<file path="config.mk">
export PLATFORM = sky130hd
export DESIGN_NAME = div_unit
export DESIGN_NICKNAME = d
export VERILOG_FILES = /design/src/rtl/div_unit.sv
export SDC_FILE = /design/constraint.sdc
export NUM_CORES = 1
export LEC_CHECK = 0
export CORE_UTILIZATION = 55
export DETAILED_ROUTE_END_ITERATION = 10
export DONT_BUFFER_PORTS = 1
export GPL_ROUTABILITY_DRIVEN = 0
export PLACE_DENSITY = 0.7
export REMOVE_ABC_BUFFERS = 1
export SYNTH_ARGS = -nofsm -noshare
export SYNTH_HDL_FRONTEND = slang
export SYNTH_SLANG_ARGS = --single-unit
</file>
<file path="constraint.sdc">
create_clock -name clk -period 11.8 [get_ports clk]
set_clock_uncertainty 0.2 [all_clocks]
set_input_delay 2.36 -clock clk [delete_from_list [all_inputs] [get_ports clk]]
set_output_delay 2.36 -clock clk [all_outputs]
set_load 0.02 [all_outputs]
</file>
<file path="src/rtl/div_unit.sv">
`default_nettype none
// ============================================================================
//  Module   : div_unit
//  Purpose  : Multi-cycle RV32M divider (div, divu, rem, remu). Radix-2
//             restoring algorithm, one quotient bit per clock, with a
//             start/busy/done handshake for the execute-stage stall logic.
//  Revision : 1.0  initial release
// ============================================================================
module div_unit (
    input  logic        clk,
    input  logic        rst,
    input  logic        start,
    input  logic [1:0]  op,
    input  logic [31:0] A,
    input  logic [31:0] B,
    output logic        busy,
    output logic        done,
    output logic [31:0] result
);

    localparam logic [1:0] c_ST_IDLE = 2'd0;
    localparam logic [1:0] c_ST_CALC = 2'd1;
    localparam logic [1:0] c_ST_DONE = 2'd2;

    logic [1:0]  r_state;
    logic [1:0]  w_next_state;
    logic        r_is_rem;     // remainder requested (op 2/3)
    logic        r_neg_q;      // quotient must be negated at the end
    logic        r_neg_r;      // remainder must be negated at the end
    logic [31:0] r_dvd;        // dividend shifting out, quotient shifting in
    logic [31:0] r_dvs;        // divisor magnitude
    logic [31:0] r_rem;        // partial remainder
    logic [4:0]  r_cnt;        // remaining steps minus one
    logic [31:0] r_result;

    // Operand conditioning for the accept edge.
    logic        w_signed;
    logic        w_b_zero;
    logic        w_ovf;
    logic        w_special;
    logic [31:0] w_special_result;
    logic [31:0] w_abs_a;
    logic [31:0] w_abs_b;

    assign w_signed  = ~op[0];
    assign w_b_zero  = (B == 32'd0);
    assign w_ovf     = w_signed && (A == 32'h8000_0000) && (B == 32'hFFFF_FFFF);
    assign w_special = w_b_zero || w_ovf;
    // Divide-by-zero wins over overflow (overflow needs B==-1, so they never overlap).
    assign w_special_result = w_b_zero ? (op[1] ? A : 32'hFFFF_FFFF)
                                       : (op[1] ? 32'd0 : 32'h8000_0000);
    assign w_abs_a = (w_signed && A[31]) ? (32'd0 - A) : A;
    assign w_abs_b = (w_signed && B[31]) ? (32'd0 - B) : B;

    // One restoring step: shift in next dividend bit, trial-subtract divisor.
    logic [31:0] w_rem_sh;
    logic [32:0] w_diff;
    logic [31:0] w_rem_next;
    logic [31:0] w_dvd_next;
    logic [31:0] w_final;

    assign w_rem_sh   = {r_rem[30:0], r_dvd[31]};
    assign w_diff     = {1'b0, w_rem_sh} - {1'b0, r_dvs};
    assign w_rem_next = w_diff[32] ? w_rem_sh : w_diff[31:0];
    assign w_dvd_next = {r_dvd[30:0], ~w_diff[32]};
    // Sign flags are only ever set for signed ops, so unsigned results pass through.
    assign w_final = r_is_rem ? (r_neg_r ? (32'd0 - w_rem_next) : w_rem_next)
                              : (r_neg_q ? (32'd0 - w_dvd_next) : w_dvd_next);

    assign result = r_result;

    // State register.
    always_ff @(posedge clk) begin
        if (rst) r_state <= c_ST_IDLE;
        else     r_state <= w_next_state;
    end

    // Next-state logic and handshake outputs.
    always_comb begin
        w_next_state = r_state;
        busy         = (r_state != c_ST_IDLE);
        done         = (r_state == c_ST_DONE);
        case (r_state)
            c_ST_IDLE: if (start) w_next_state = w_special ? c_ST_DONE : c_ST_CALC;
            c_ST_CALC: if (r_cnt == 5'd0) w_next_state = c_ST_DONE;
            c_ST_DONE: w_next_state = c_ST_IDLE;
            default:   w_next_state = c_ST_IDLE;
        endcase
    end

    // Datapath: operand capture, iteration and result load.
    always_ff @(posedge clk) begin
        if (rst) begin
            r_is_rem <= 1'b0;
            r_neg_q  <= 1'b0;
            r_neg_r  <= 1'b0;
            r_dvd    <= 32'd0;
            r_dvs    <= 32'd0;
            r_rem    <= 32'd0;
            r_cnt    <= 5'd0;
            r_result <= 32'd0;
        end else begin
            case (r_state)
                c_ST_IDLE: begin
                    if (start) begin
                        r_is_rem <= op[1];
                        r_neg_q  <= w_signed & (A[31] ^ B[31]);
                        r_neg_r  <= w_signed & A[31];
                        r_dvd    <= w_abs_a;
                        r_dvs    <= w_abs_b;
                        r_rem    <= 32'd0;
                        r_cnt    <= 5'd31;
                        if (w_special) r_result <= w_special_result;
                    end
                end
                c_ST_CALC: begin
                    r_rem <= w_rem_next;
                    r_dvd <= w_dvd_next;
                    r_cnt <= r_cnt - 5'd1;
                    if (r_cnt == 5'd0) r_result <= w_final;
                end
                default: ;
            endcase
        end
    end

endmodule
`default_nettype wire

</file>
* Word level (Yosys, flattened, before mapping)
Index checks and enable logic that the tools add are counted.
** Cells by class
- $add $sub $neg :: 6
- Mux-type cells :: 23
- Bitwise logic cells :: 5
- Reduce and logical (&&, ||, !) cells :: 14
- Equality and inequality tests :: 7
** Operators by type and width (count)
- 32-bit 2-to-1 mux :: 13
- 32-bit one-hot mux with 2 select lines :: 2
- 1-bit by 32-bit subtractor with 32-bit output, first input constant :: 4
- 32-bit equality test, second input constant :: 2
- 31-bit one-hot mux with 2 select lines :: 1
- 32-bit by 32-bit subtractor with 33-bit output :: 1
- 32-bit logical NOT :: 1
- 31-bit 2-to-1 mux :: 1
- 5-bit one-hot mux with 2 select lines :: 1
- 2-bit 2-to-1 mux :: 3
- 2-bit != test, second input constant :: 3
- 2-bit AND reduction :: 3
- 5-bit logical NOT :: 1
- 5-bit 2-to-1 mux :: 1
- 5-bit by 1-bit subtractor with 5-bit output, second input constant :: 1
- 1-bit logical AND :: 4
- 2-bit one-hot mux with 2 select lines :: 1
- 4-bit AND reduction :: 1
- 2-bit nonzero test :: 2
- 1-bit bitwise AND :: 2
- 2-bit by 1-bit equality test with 1-bit output, second input constant :: 1
- 2-bit equality test, second input constant :: 1
- 2-bit logical NOT :: 1
- 1-bit inverter :: 2
- 2 further kinds :: 2
** Word-level totals
- Output and inout bits :: 34
- Bits in registers :: 137
- Word-level logic and storage cells :: 64

* Logic depth before layout (Yosys ltp)
Gate-level depths: netlist of the first run.
- Word-level depth :: 7
- Mapped depth :: 23
- Depth with buffers taken out :: 21

* Least setup slack after synthesis of the first run
No wires, ideal clock.
- Kind :: register to register
- Start point :: register r_dvd[31]
- End point :: register r_result[12] (netlist: result[12])
- Buffers on the path :: 3
- Data required time :: 11.468 ns
- Data arrival time :: 5.328 ns
- Setup slack :: 6.141 ns
- Cell stages (with the launch flop) :: 24
- Cell sequence :: dfxtp_1 inv_1 ha_1 fa_1 nand2b_4 a211oi_4 o211a_1 o211ai_2 nand2_2 clkbuf_1 buf_1 clkbuf_1 nand2_1 o21ai_0 ha_1 nand2_1 a2111oi_0 nand2_1 or4b_2 a31o_2 a31oi_1 o21ai_0 nor2_1 nor3_1
** On the way
- Cells in the longest elaborated chain, start to end :: 7
** Ends and longest elaborated chain
- start: declaration :: line 30 : logic [31:0] r_dvd;
- start signal: assignment :: line 109 : r_dvd <= w_abs_a;
- start signal: assignment :: line 118 : r_dvd <= w_dvd_next;
- 32-bit by 32-bit subtractor with 33-bit output :: line 63 : assign w_diff = {1'b0, w_rem_sh} - {1'b0, r_dvs};
- 32-bit 2-to-1 mux or 1-bit inverter (tied branches) :: line 64, 65
- 1-bit by 32-bit subtractor with 32-bit output (on tied branches) :: line 67, 68
- 32-bit 2-to-1 mux (on tied branches) :: line 67, 68
- 32-bit 2-to-1 mux * :: line 67 : assign w_final = r_is_rem ? (r_neg_r ? (32'd0 - w_rem_next) : w_rem_next)
- 32-bit 2-to-1 mux * :: line 120 : if (r_cnt == 5'd0) r_result <= w_final;
- 32-bit one-hot mux with 2 select lines * :: line 103 : case (r_state)
- end signal: assignment :: line 113 : if (w_special) r_result <= w_special_result;
- end signal: assignment :: line 120
- end: declaration :: line 34 : logic [31:0] r_result;
Every way passes the cells marked *; elsewhere a longest branch is shown, timed or not. The select of a mux whose other input is x is not followed.
A chain may end at the register's enable or synchronous reset.

* Worst setup path in the final report of the first run
- Start point :: input port B[0]
- End point :: register r_result[14] (netlist: result[14])
** On the way
- Cells in the longest elaborated chain, start to end :: 5
** Ends and longest elaborated chain
- start: declaration :: line 15 : input logic [31:0] B,
- 32-bit logical NOT or 32-bit equality test (tied branches) :: line 46, 47
- 32-bit 2-to-1 mux or 1-bit logical AND (tied branches) :: line 50, 47
- 32-bit 2-to-1 mux or 1-bit logical OR (tied branches) :: line 113, 48
- 32-bit 2-to-1 mux or 2-bit != test (tied branches)
- 32-bit one-hot mux with 2 select lines or 4-bit AND reduction (tied branches)
Parallel ways exist; a longest one is shown, timed or not. The select of a mux whose other input is x is not followed.

==> results of run 1 <==
==> worst min path at each step <==
stage,start,end,slack (ns)
6_report,r_dvs[31],r_dvs[31],0.26
5_1_grt,r_dvs[31],r_dvs[31],0.27
2_1_floorplan,r_dvs[31],r_dvs[31],0.23
3_5_place_dp,r_dvs[31],r_dvs[31],0.25
3_3_place_gp,r_dvs[31],r_dvs[31],0.24
4_1_cts,r_dvs[31],r_dvs[31],0.26
==> kinds of logic after synthesis <==
kind of cell | count (synthesis) | share of synthesized area, %
multiplexers | 19 | 1.74
AO/OA/AOI/OAI | 502 | 30.1
flip-flops | 137 | 24.2
buffers and inverters | 189 | 6.36
adder cells (fa/ha/maj) | 40 | 4.47
XOR/XNOR | 121 | 9.33
AND/OR/NAND/NOR | 566 | 23.8
==> state kept, by name, summed over array words and instances (netlist names) <==
| signal | cells |
|---|---|
| r_state | 2 |
| r_neg_q | 1 |
| r_dvs | 32 |
| r_rem | 31 |
| r_is_rem | 1 |
| r_neg_r | 1 |
| r_dvd | 32 |
| result | 32 |
| r_cnt | 5 |
==> placed cells by master (no fill, tap or decap), drive strengths merged, types with 19 or more instances in the layout <==
master,netlist,routed
nand4,27,27
nand2,115,115
a22oi,23,23
a311oi,23,23
nand3,19,19
o31ai,32,32
a21oi,124,124
dfxtp,137,137
xnor2,73,73
o21ai,104,104
nor2,225,225
nand2b,19,19
or3,19,19
a211oi,43,43
a221oi,32,32
xor2,48,48
nor3,45,45
o211ai,26,26
inv,90,92
ha,39,39
==> metrics by stage <==
stage	instance area, um2	hold WS [ns]	utilization, %
6_report	12000	0.260	59.5
5_1_grt	12000	0.266	59.5
4_1_cts	12000	0.255	59.5
3_5_place_dp	11400	0.247	56.6
3_3_place_gp	11400	0.241	56.6
2_1_floorplan	11000	0.226	-
==> power groups by stage <==
stage,Sequential (uW),Combinational [uW],Clock [uW]
floorplan,569,428,0
global placement,574,549,0
detailed placement,575,558,0
CTS,565,561,568
global route,571,633,589
finish,565,570,566
==> worst register-to-register path, delay by kind of cell, from the launching register on <==
kind / cells / cell delay, ns
AOI/OAI and AO/OA: 9 / 2.24
and+or+nand+nor: 5 / 1.35
buffers and inverters: 4 / 0.95
adders and majority gates: 2 / 0.69
DFF: 1 / 0.33
xor gates and xnor gates: 1 / 0.15
==> metal layers <==
layer  GRT usage (%)  vias up  share of wire (%)
li1                -     5617                  -
met1            43.1     5578                 43
met2            51.9      501                 46
met3            7.02       86                7.9
met4            12.9        0                3.5
met5               0        -                  0
==> cell type report <==
type                            count  area, um2
Clock inverter                     14        173
Multi-Input combinational cell   1248       7930
Sequential cell                   137       2740
Tap cell                          270        338
Clock buffer                       18        429
Fill cell                        1938       8190
Inverter                           91        342
Timing Repair Buffer               13       97.6
==> flow_metrics.env, run 1 <==
export IMPL_clockBufferDepth=2
export IMPL_cts_resized=0
export IMPL_path_cells="inv_1 > ha_1 > or3b_1 > or4_1 > nor4_2 > nand4_1 > nor4_2 > buf_4 > nor2_1 > a211oi_4 > buf_4 > nor2_1 > a311oi_1"
export IMPL_worstSetupPathDepth=13
export IMPL_power_frac_comb_pct=33.5
export IMPL_synth_edff_count=0
export IMPL_synth_area_leaders="dfxtp_1 (24%), nor2_1 (7.4%), xnor2_1 (5.6%), a21oi_1 (5.5%), o21ai_0 (4.5%)"
export IMPL_fin_crit_sh_pct=51.8
export IMPL_cts_root_buffer="clkbuf_16"
export IMPL_leakage_uw=0.00441
export IMPL_start_util_pct=56.1
export IMPL_diodes=0
export IMPL_finalHoldViolations=0
export IMPL_cts_made_buffers=17
export IMPL_min_path_type="reg -> reg"
export IMPL_numPortBuffers=0
export IMPL_cp_endpoint="result[14]"
export IMPL_slew_violations=0
export IMPL_power_density_mw_per_mm2=141
export IMPL_hold_buffers=0
export IMPL_synth_seq_area_share_pct=24.2
export IMPL_worstSetupPathType="in -> reg"
export IMPL_tightest_slew_ns=1.10
export IMPL_layout_nets=1617
export IMPL_drc=0
export IMPL_pwr_share_seq_pct=33.2
export IMPL_via_count=11800
export IMPL_final_setup_worst_slack_ns=5.69
export IMPL_hold_path_cell_count=2
export IMPL_cp_startpoint="B[0]"
export IMPL_ys_seq_elements=137
export IMPL_setup_viol=0
export IMPL_rsz0062_at_grt="false"
export IMPL_synthesis_area_mm2=0.0114
export IMPL_area_growth_pct=6.08
export IMPL_async_flop_share_pct=0
export IMPL_core_mm2=0.0202
export IMPL_irDropWorstVdd_v=0.000101
export IMPL_clock_latency_ns=0.44
export IMPL_htree_levels=4
export IMPL_avgViaCountPerCell=6.58
export IMPL_power_uw=1700
export IMPL_max_slew_margin_pct=26.1
export IMPL_drive_gt1_share_pct=5.65
export IMPL_wl_per_cell_um=19.4
export IMPL_synth_area_per_cell_um2=7.21
export IMPL_cts_tree="done"
export IMPL_design_die_area_mm2=0.0212
export IMPL_dp_cells=1759
export IMPL_synth_top_area_share_pct=24.2
export IMPL_yosys_warnings=0
export IMPL_period_needed_ns=6.11
export IMPL_yosysMostFrequentCell="nor2_1"
export IMPL_status="finished clean"
export IMPL_syn_inst=1574
export IMPL_cp_arrival_ns=6.25
export IMPL_grt_first_pass_wirelength_um=56100
export IMPL_rrSetupSlack_ns=5.73
export IMPL_fmax_mhz=164
export IMPL_clkTransAtPathRegs_ns=0.07
export IMPL_critPathTopFamily="simple AND/OR/NAND/NOR gates"
export IMPL_grt_pass1_vias=10700
export IMPL_internal_power_uw=1050
export IMPL_crit_fanout=34
export IMPL_switching_share_pct=38.2
export IMPL_synth_common_cells="nor2_1 (225), dfxtp_1 (137), a21oi_1 (124), nand2_1 (114), o21ai_0 (101)"
export IMPL_grt_max_degree=141
export IMPL_ios=103
export IMPL_cpPeakStageDelay_ns=0.79
export IMPL_clock_sinks=137
export IMPL_dp_hpwl_um=24500
export IMPL_drtIter0Drc=1134
export IMPL_synth_top_area_cell="dfxtp_1"
export IMPL_max_cap_viol_count=0
export IMPL_grt_ovfl_total=0
export IMPL_wirelength_um=34800
export IMPL_post_cts_buffers=0
export IMPL_antenna_found_initial=0
export IMPL_die_w_um=146
export IMPL_p_clk_share_pct=33.3
export IMPL_cp_num_buf_inv=3
export IMPL_slowest_stage="a211oi_4"
export IMPL_place_worst_setup_slack_ns=5.33
export IMPL_r2r_start="r_dvs[23]"
export IMPL_cp_start_kind="input port"
export IMPL_ff2ff_path_depth=21
export IMPL_p_sw_uw=650
export IMPL_dr_pass1_iters=6
export IMPL_ys_flop_type="dfxtp_1"
export IMPL_std_cell_rows=52
export IMPL_r2r_end="result[30]"
export IMPL_die_height_um=146
export IMPL_final_antenna_net_count=0
export IMPL_grt_use_total_pct=32.7
export IMPL_cp_required_ns=11.94
export IMPL_tns_ns=0
export IMPL_final_cells=1791
export IMPL_cp_end_kind="flip-flop"
export IMPL_synth_distinct_cells=81
Power figures use the tool's default switching activity.
==> run 2, diff against run 1 <==
==> constraint.sdc (replaced) <==
create_clock -name clk -period 5.8 [get_ports clk]
set_clock_uncertainty 0.2 [all_clocks]
set_input_delay 1.16 -clock clk [delete_from_list [all_inputs] [get_ports clk]]
set_output_delay 1.16 -clock clk [all_outputs]
set_load 0.02 [all_outputs]
==> flow_metrics.env, run 2 (synthesis gave the netlist of run 1 again) <==
export IMPL_htree_levels=4
export IMPL_via_count=11700
export IMPL_grt_pass1_vias=10600
export IMPL_nFillCells=1899
export IMPL_finalHoldViolations=0
export IMPL_status="finished clean"
export IMPL_cp_arrival_ns=5.40
export IMPL_design_die_area_mm2=0.0212
export IMPL_avgViaCountPerCell=6.54
export IMPL_antenna_found_initial=2
export IMPL_clockBufferDepth=2
export IMPL_dr_pass1_iters=5
export IMPL_power_uw=3390
export IMPL_cp_required_ns=5.96
export IMPL_rsz0062_at_grt="false"
export IMPL_grt_max_degree=141
export IMPL_cp_start_kind="flip-flop"
export IMPL_min_path_type="reg -> reg"
export IMPL_clock_latency_ns=0.44
export IMPL_leakage_uw=0.00441
export IMPL_final_antenna_net_count=0
export IMPL_fin_crit_sh_pct=90.3
export IMPL_irDropWorstVdd_v=0.000168
export IMPL_drtIter0Drc=1112
export IMPL_start_util_pct=56.1
export IMPL_layout_cells_most_common_list="nor2_1 (225), dfxtp_1 (137), a21oi_1 (124)"
export IMPL_cts_tree="done"
export IMPL_std_cell_rows=52
export IMPL_power_density_mw_per_mm2=282
export IMPL_mostFrequentLayoutCell="nor2_1"
export IMPL_dp_cells=1763
export IMPL_crit_fanout=14
export IMPL_drive_gt1_share_pct=5.90
export IMPL_grt_first_pass_wirelength_um=55700
export IMPL_worstSetupPathType="reg -> reg"
export IMPL_area_growth_pct=6.13
export IMPL_grt_use_total_pct=32.8
export IMPL_max_cap_viol_count=0
export IMPL_period_needed_ns=5.24
export IMPL_core_mm2=0.0202
export IMPL_dp_hpwl_um=25300
export IMPL_tightest_slew_ns=1.17
export IMPL_slew_violations=0
export IMPL_grt_ovfl_total=0
export IMPL_final_cells=1795
export IMPL_numPortBuffers=0
export IMPL_wl_per_cell_um=19.4
export IMPL_cp_end_kind="flip-flop"
export IMPL_max_slew_margin_pct=21.7
export IMPL_cts_made_buffers=17
export IMPL_setup_viol=0
export IMPL_clock_sinks=137
export IMPL_diodes=0
export IMPL_fmax_mhz=191
export IMPL_final_core_util_pct=59.6
export IMPL_die_w_um=146
export IMPL_cts_root_buffer="clkbuf_16"
export IMPL_drc=0
export IMPL_die_height_um=146
export IMPL_clkTransAtPathRegs_ns=0.07
export IMPL_wirelength_um=34800
export IMPL_layout_nets=1621
export IMPL_ios=103
run 2: area by class of cell:
type                    instances  area, um2  share of cell area [%]
inverters                      91        342                    2.83
well taps                     270        338                    2.80
multi-input cells            1248       7930                    65.8
clock inverters                10       95.1                   0.789
repair buffers                 17        128                    1.06
flip-flops and latches        137       2740                    22.8
clock buffers                  22        474                    3.93
run 2: final timing paths:
kind             start          to  slack [ns]  depth (start not counted)
max          r_dvd[31]  result[24]        0.56                         21
min           r_dvs[0]    r_dvs[0]        0.27                          2
max reg2reg  r_dvd[31]  result[24]        0.56                         21
min reg2reg   r_dvs[0]    r_dvs[0]        0.27                          2
run 2: metrics by stage:
stage / hold WS (ns) / cell area, um2 / setup TNS (ns) / setup WS (ns)
after CTS: 0.263 / 12000 / 0 / 0.498
after floorplan: 0.226 / 11000 / -27.68 / -1.01
after global routing: 0.293 / 12100 / 0 / 0.0196
after detailed placement: 0.254 / 11500 / 0 / 0.531
after global placement: 0.245 / 11500 / 0 / 0.628
final: 0.266 / 12100 / 0 / 0.561
run 2: power by group:
part	leakage (uW)	internal, uW	switching (uW)
clock network	0.000276	624	450
registers	0.00112	1040	114
logic	0.00302	427	740
run 2: critical path: stages, from the launching register on:
cell       delay, ns
dfxtp_1         0.36
inv_1           0.06
ha_1            0.22
fa_1            0.41
nand2b_4        0.17
a211oi_4        0.37
o211a_1         0.28
o211ai_2        0.18
nand2_2         0.29
nand2_1         0.08
o21ai_0         0.14
ha_1            0.27
nand2_1         0.06
a2111oi_0       0.33
buf_4           0.20
nand2_1         0.11
o41ai_2         0.40
nand4_1         0.24
o31ai_1         0.34
xor2_1          0.18
a21oi_1         0.08
nor3_1          0.18
run 2: routing by layer:
metal / part of all wire [%] / global-route usage (%) / up-vias
met3: 7.7 / 6.77 / 89
met2: 46 / 52.6 / 497
met1: 42 / 42.7 / 5521
met4: 3.6 / 13.8 / 4
li1: - / - / 5633
met5: 0.10 / 0 / -
run 2: repair_timing:
item                                    CTS  global route
hold buffers                              0             0
resized for setup                         0             1
endpoints found under the setup margin    0             3
setup buffers                             0             0
==> run 3, diff against run 2 <==
--- a/config.mk
+++ b/config.mk
@@ -5,11 +5,12 @@
 export SDC_FILE = /design/constraint.sdc
 export NUM_CORES = 1
 export LEC_CHECK = 0
-export CORE_UTILIZATION = 55
+export CELL_PAD_IN_SITES_DETAIL_PLACEMENT = 1
+export CELL_PAD_IN_SITES_GLOBAL_PLACEMENT = 2
+export CORE_UTILIZATION = 38
 export DETAILED_ROUTE_END_ITERATION = 10
 export DONT_BUFFER_PORTS = 1
-export GPL_ROUTABILITY_DRIVEN = 0
-export PLACE_DENSITY = 0.7
+export PLACE_DENSITY_LB_ADDON = 0.1
 export REMOVE_ABC_BUFFERS = 1
 export SYNTH_ARGS = -nofsm -noshare
 export SYNTH_HDL_FRONTEND = slang
==> flow_metrics.env, run 3 (synthesis gave the netlist of run 1 again) <==
export IMPL_status="finished clean"
export IMPL_cts_root_buffer="clkbuf_16"
export IMPL_worstSetupPathDepth=21
export IMPL_clock_sinks=137
export IMPL_antenna_found_initial=0
export IMPL_cts_tree="done"
export IMPL_dp_hpwl_um=30400
export IMPL_path_cells="inv_1 > ha_1 > fa_1 > nand2b_4 > a211oi_4 > o211a_1 > o211ai_2 > nand2_2 > nand2_1 > o21ai_0 > ha_1 > nand2_1 > a2111oi_0 > buf_4 > nand2_1 > o41ai_1 > nand4_1 > o31ai_1 > xor2_1 > nand2_1 > a31o_2"
export IMPL_fmax_mhz=189
export IMPL_htree_levels=4
export IMPL_layout_cells_most_common_list="nor2_1 (225), dfxtp_1 (137), a21oi_1 (124)"
export IMPL_leakage_uw=0.00446
export IMPL_fin_crit_sh_pct=91.4
export IMPL_clock_latency_ns=0.44
export IMPL_cp_startpoint="r_dvd[31]"
export IMPL_via_count=11600
export IMPL_mostFrequentLayoutCell="nor2_1"
export IMPL_cts_resized=0
export IMPL_tns_ns=0
export IMPL_grt_ovfl_total=0
export IMPL_ios=103
export IMPL_tightest_slew_ns=0.992
export IMPL_cp_start_kind="flip-flop"
export IMPL_irDropWorstVdd_v=0.000185
export IMPL_max_cap_viol_count=0
export IMPL_cp_endpoint="result[26]"
export IMPL_grt_max_degree=141
export IMPL_wirelength_um=41200
export IMPL_core_mm2=0.0290
export IMPL_hold_buffers=0
export IMPL_clkTransAtPathRegs_ns=0.06
export IMPL_cts_made_buffers=17
export IMPL_avgViaCountPerCell=6.08
export IMPL_cpPeakStageDelay_ns=0.52
export IMPL_place_area_mm2=0.0116
export IMPL_setup_viol=0
export IMPL_period_needed_ns=5.30
export IMPL_final_antenna_net_count=0
export IMPL_clockBufferDepth=2
export IMPL_drtIter0Drc=675
export IMPL_cpMostUsedCell="nand2_1"
export IMPL_max_slew_margin_pct=33.8
export IMPL_design_die_area_mm2=0.0306
export IMPL_drive_gt1_share_pct=6.15
export IMPL_diodes=0
export IMPL_die_w_um=175
export IMPL_cp_arrival_ns=5.43
export IMPL_rsz0062_at_grt="false"
export IMPL_power_density_mw_per_mm2=290
export IMPL_grt_use_total_pct=27.3
export IMPL_slew_violations=0
export IMPL_hold_path_cell_count=2
export IMPL_final_cell_area_mm2=0.0123
export IMPL_die_height_um=175
export IMPL_slowest_stage="o41ai_1"
export IMPL_worstSetupPathType="reg -> reg"
export IMPL_cp_num_buf_inv=2
export IMPL_r2r_start="r_dvd[31]"
export IMPL_numPortBuffers=0
export IMPL_finalHoldViolations=0
export IMPL_gp_congestion=0.849
export IMPL_dr_pass1_iters=5
export IMPL_drc=0
export IMPL_std_cell_rows=62
export IMPL_start_util_pct=39.1
export IMPL_wl_per_cell_um=21.5
export IMPL_rrSetupSlack_ns=0.50
export IMPL_crit_fanout=9
export IMPL_min_path_type="reg -> reg"
export IMPL_ff2ff_path_depth=21
export IMPL_layout_nets=1625
export IMPL_power_uw=3570
export IMPL_cp_end_kind="flip-flop"
export IMPL_post_cts_buffers=0
export IMPL_grt_first_pass_wirelength_um=65900
export IMPL_r2r_end="result[26]"
export IMPL_grt_pass1_vias=11900
export IMPL_cp_required_ns=5.92
export IMPL_critPathTopFamily="compound AO/OA/AOI/OAI gates"
export IMPL_area_growth_pct=8.11
-- run 3: cell types whose count changed in the layout (fill, tap and decap cells not counted), sizes merged --
cell | previous run | this run
buf | 17 | 21
clkbuf | 22 | 20
clkinv | 8 | 7
bufinv | 1 | 4
-- run 3: how the worst min path moves through the flow --
stage | start | to | slack [ns]
finish | r_dvs[0] | r_dvs[0] | 0.26
global route | r_dvs[31] | r_dvs[31] | 0.27
CTS | r_dvs[31] | r_dvs[31] | 0.26
detailed placement | r_dvs[31] | r_dvs[31] | 0.25
global placement | r_dvs[31] | r_dvs[31] | 0.24
floorplan | r_dvs[31] | r_dvs[31] | 0.23
-- run 3: metal layers --
layer / part of all wire (%) / track usage [%] / wire [um]
met1: 47 / 36.2 / 19200
met5: 0 / 0 / 0
met2: 47 / 45.5 / 19300
met4: 2.6 / 8.88 / 1070
met3: 3.9 / 3.85 / 1620
-- run 3: tightest hold or removal path: cells and delay by family (launching register included) --
family	cells	cell delay (ns)
compound gates	1	0.05
flops	1	0.31
simple gates	1	0.05
-- run 3: area by class of cell --
| cell class | instances | area [um2] |
|---|---|---|
| fill | 3646 | 16700 |
| multi-input combinational | 1248 | 7930 |
| sequential | 137 | 2740 |
| tap | 384 | 480 |
| clock buffer | 20 | 457 |
| inverter | 91 | 342 |
| clock inverter | 12 | 173 |
| timing repair buffer | 21 | 158 |
-- run 3: through the flow --
stage	hold slack, ns	setup WS [ns]	util, %	std cells
after detailed placement	0.249	0.579	40.1	1881
after global placement	0.241	0.596	40.1	1881
final	0.257	0.497	42.3	1913
after CTS	0.256	0.524	42.3	1913
after floorplan	0.226	-1.01	-	1476
after global routing	0.271	0.0478	42.3	1913
-- run 3: power by group --
group | switching (uW) | total (uW) | leakage [uW] | internal (uW)
combinational | 777 | 1210 | 0.00303 | 432
sequential | 118 | 1150 | 0.00112 | 1040
clock | 462 | 1200 | 0.000306 | 741
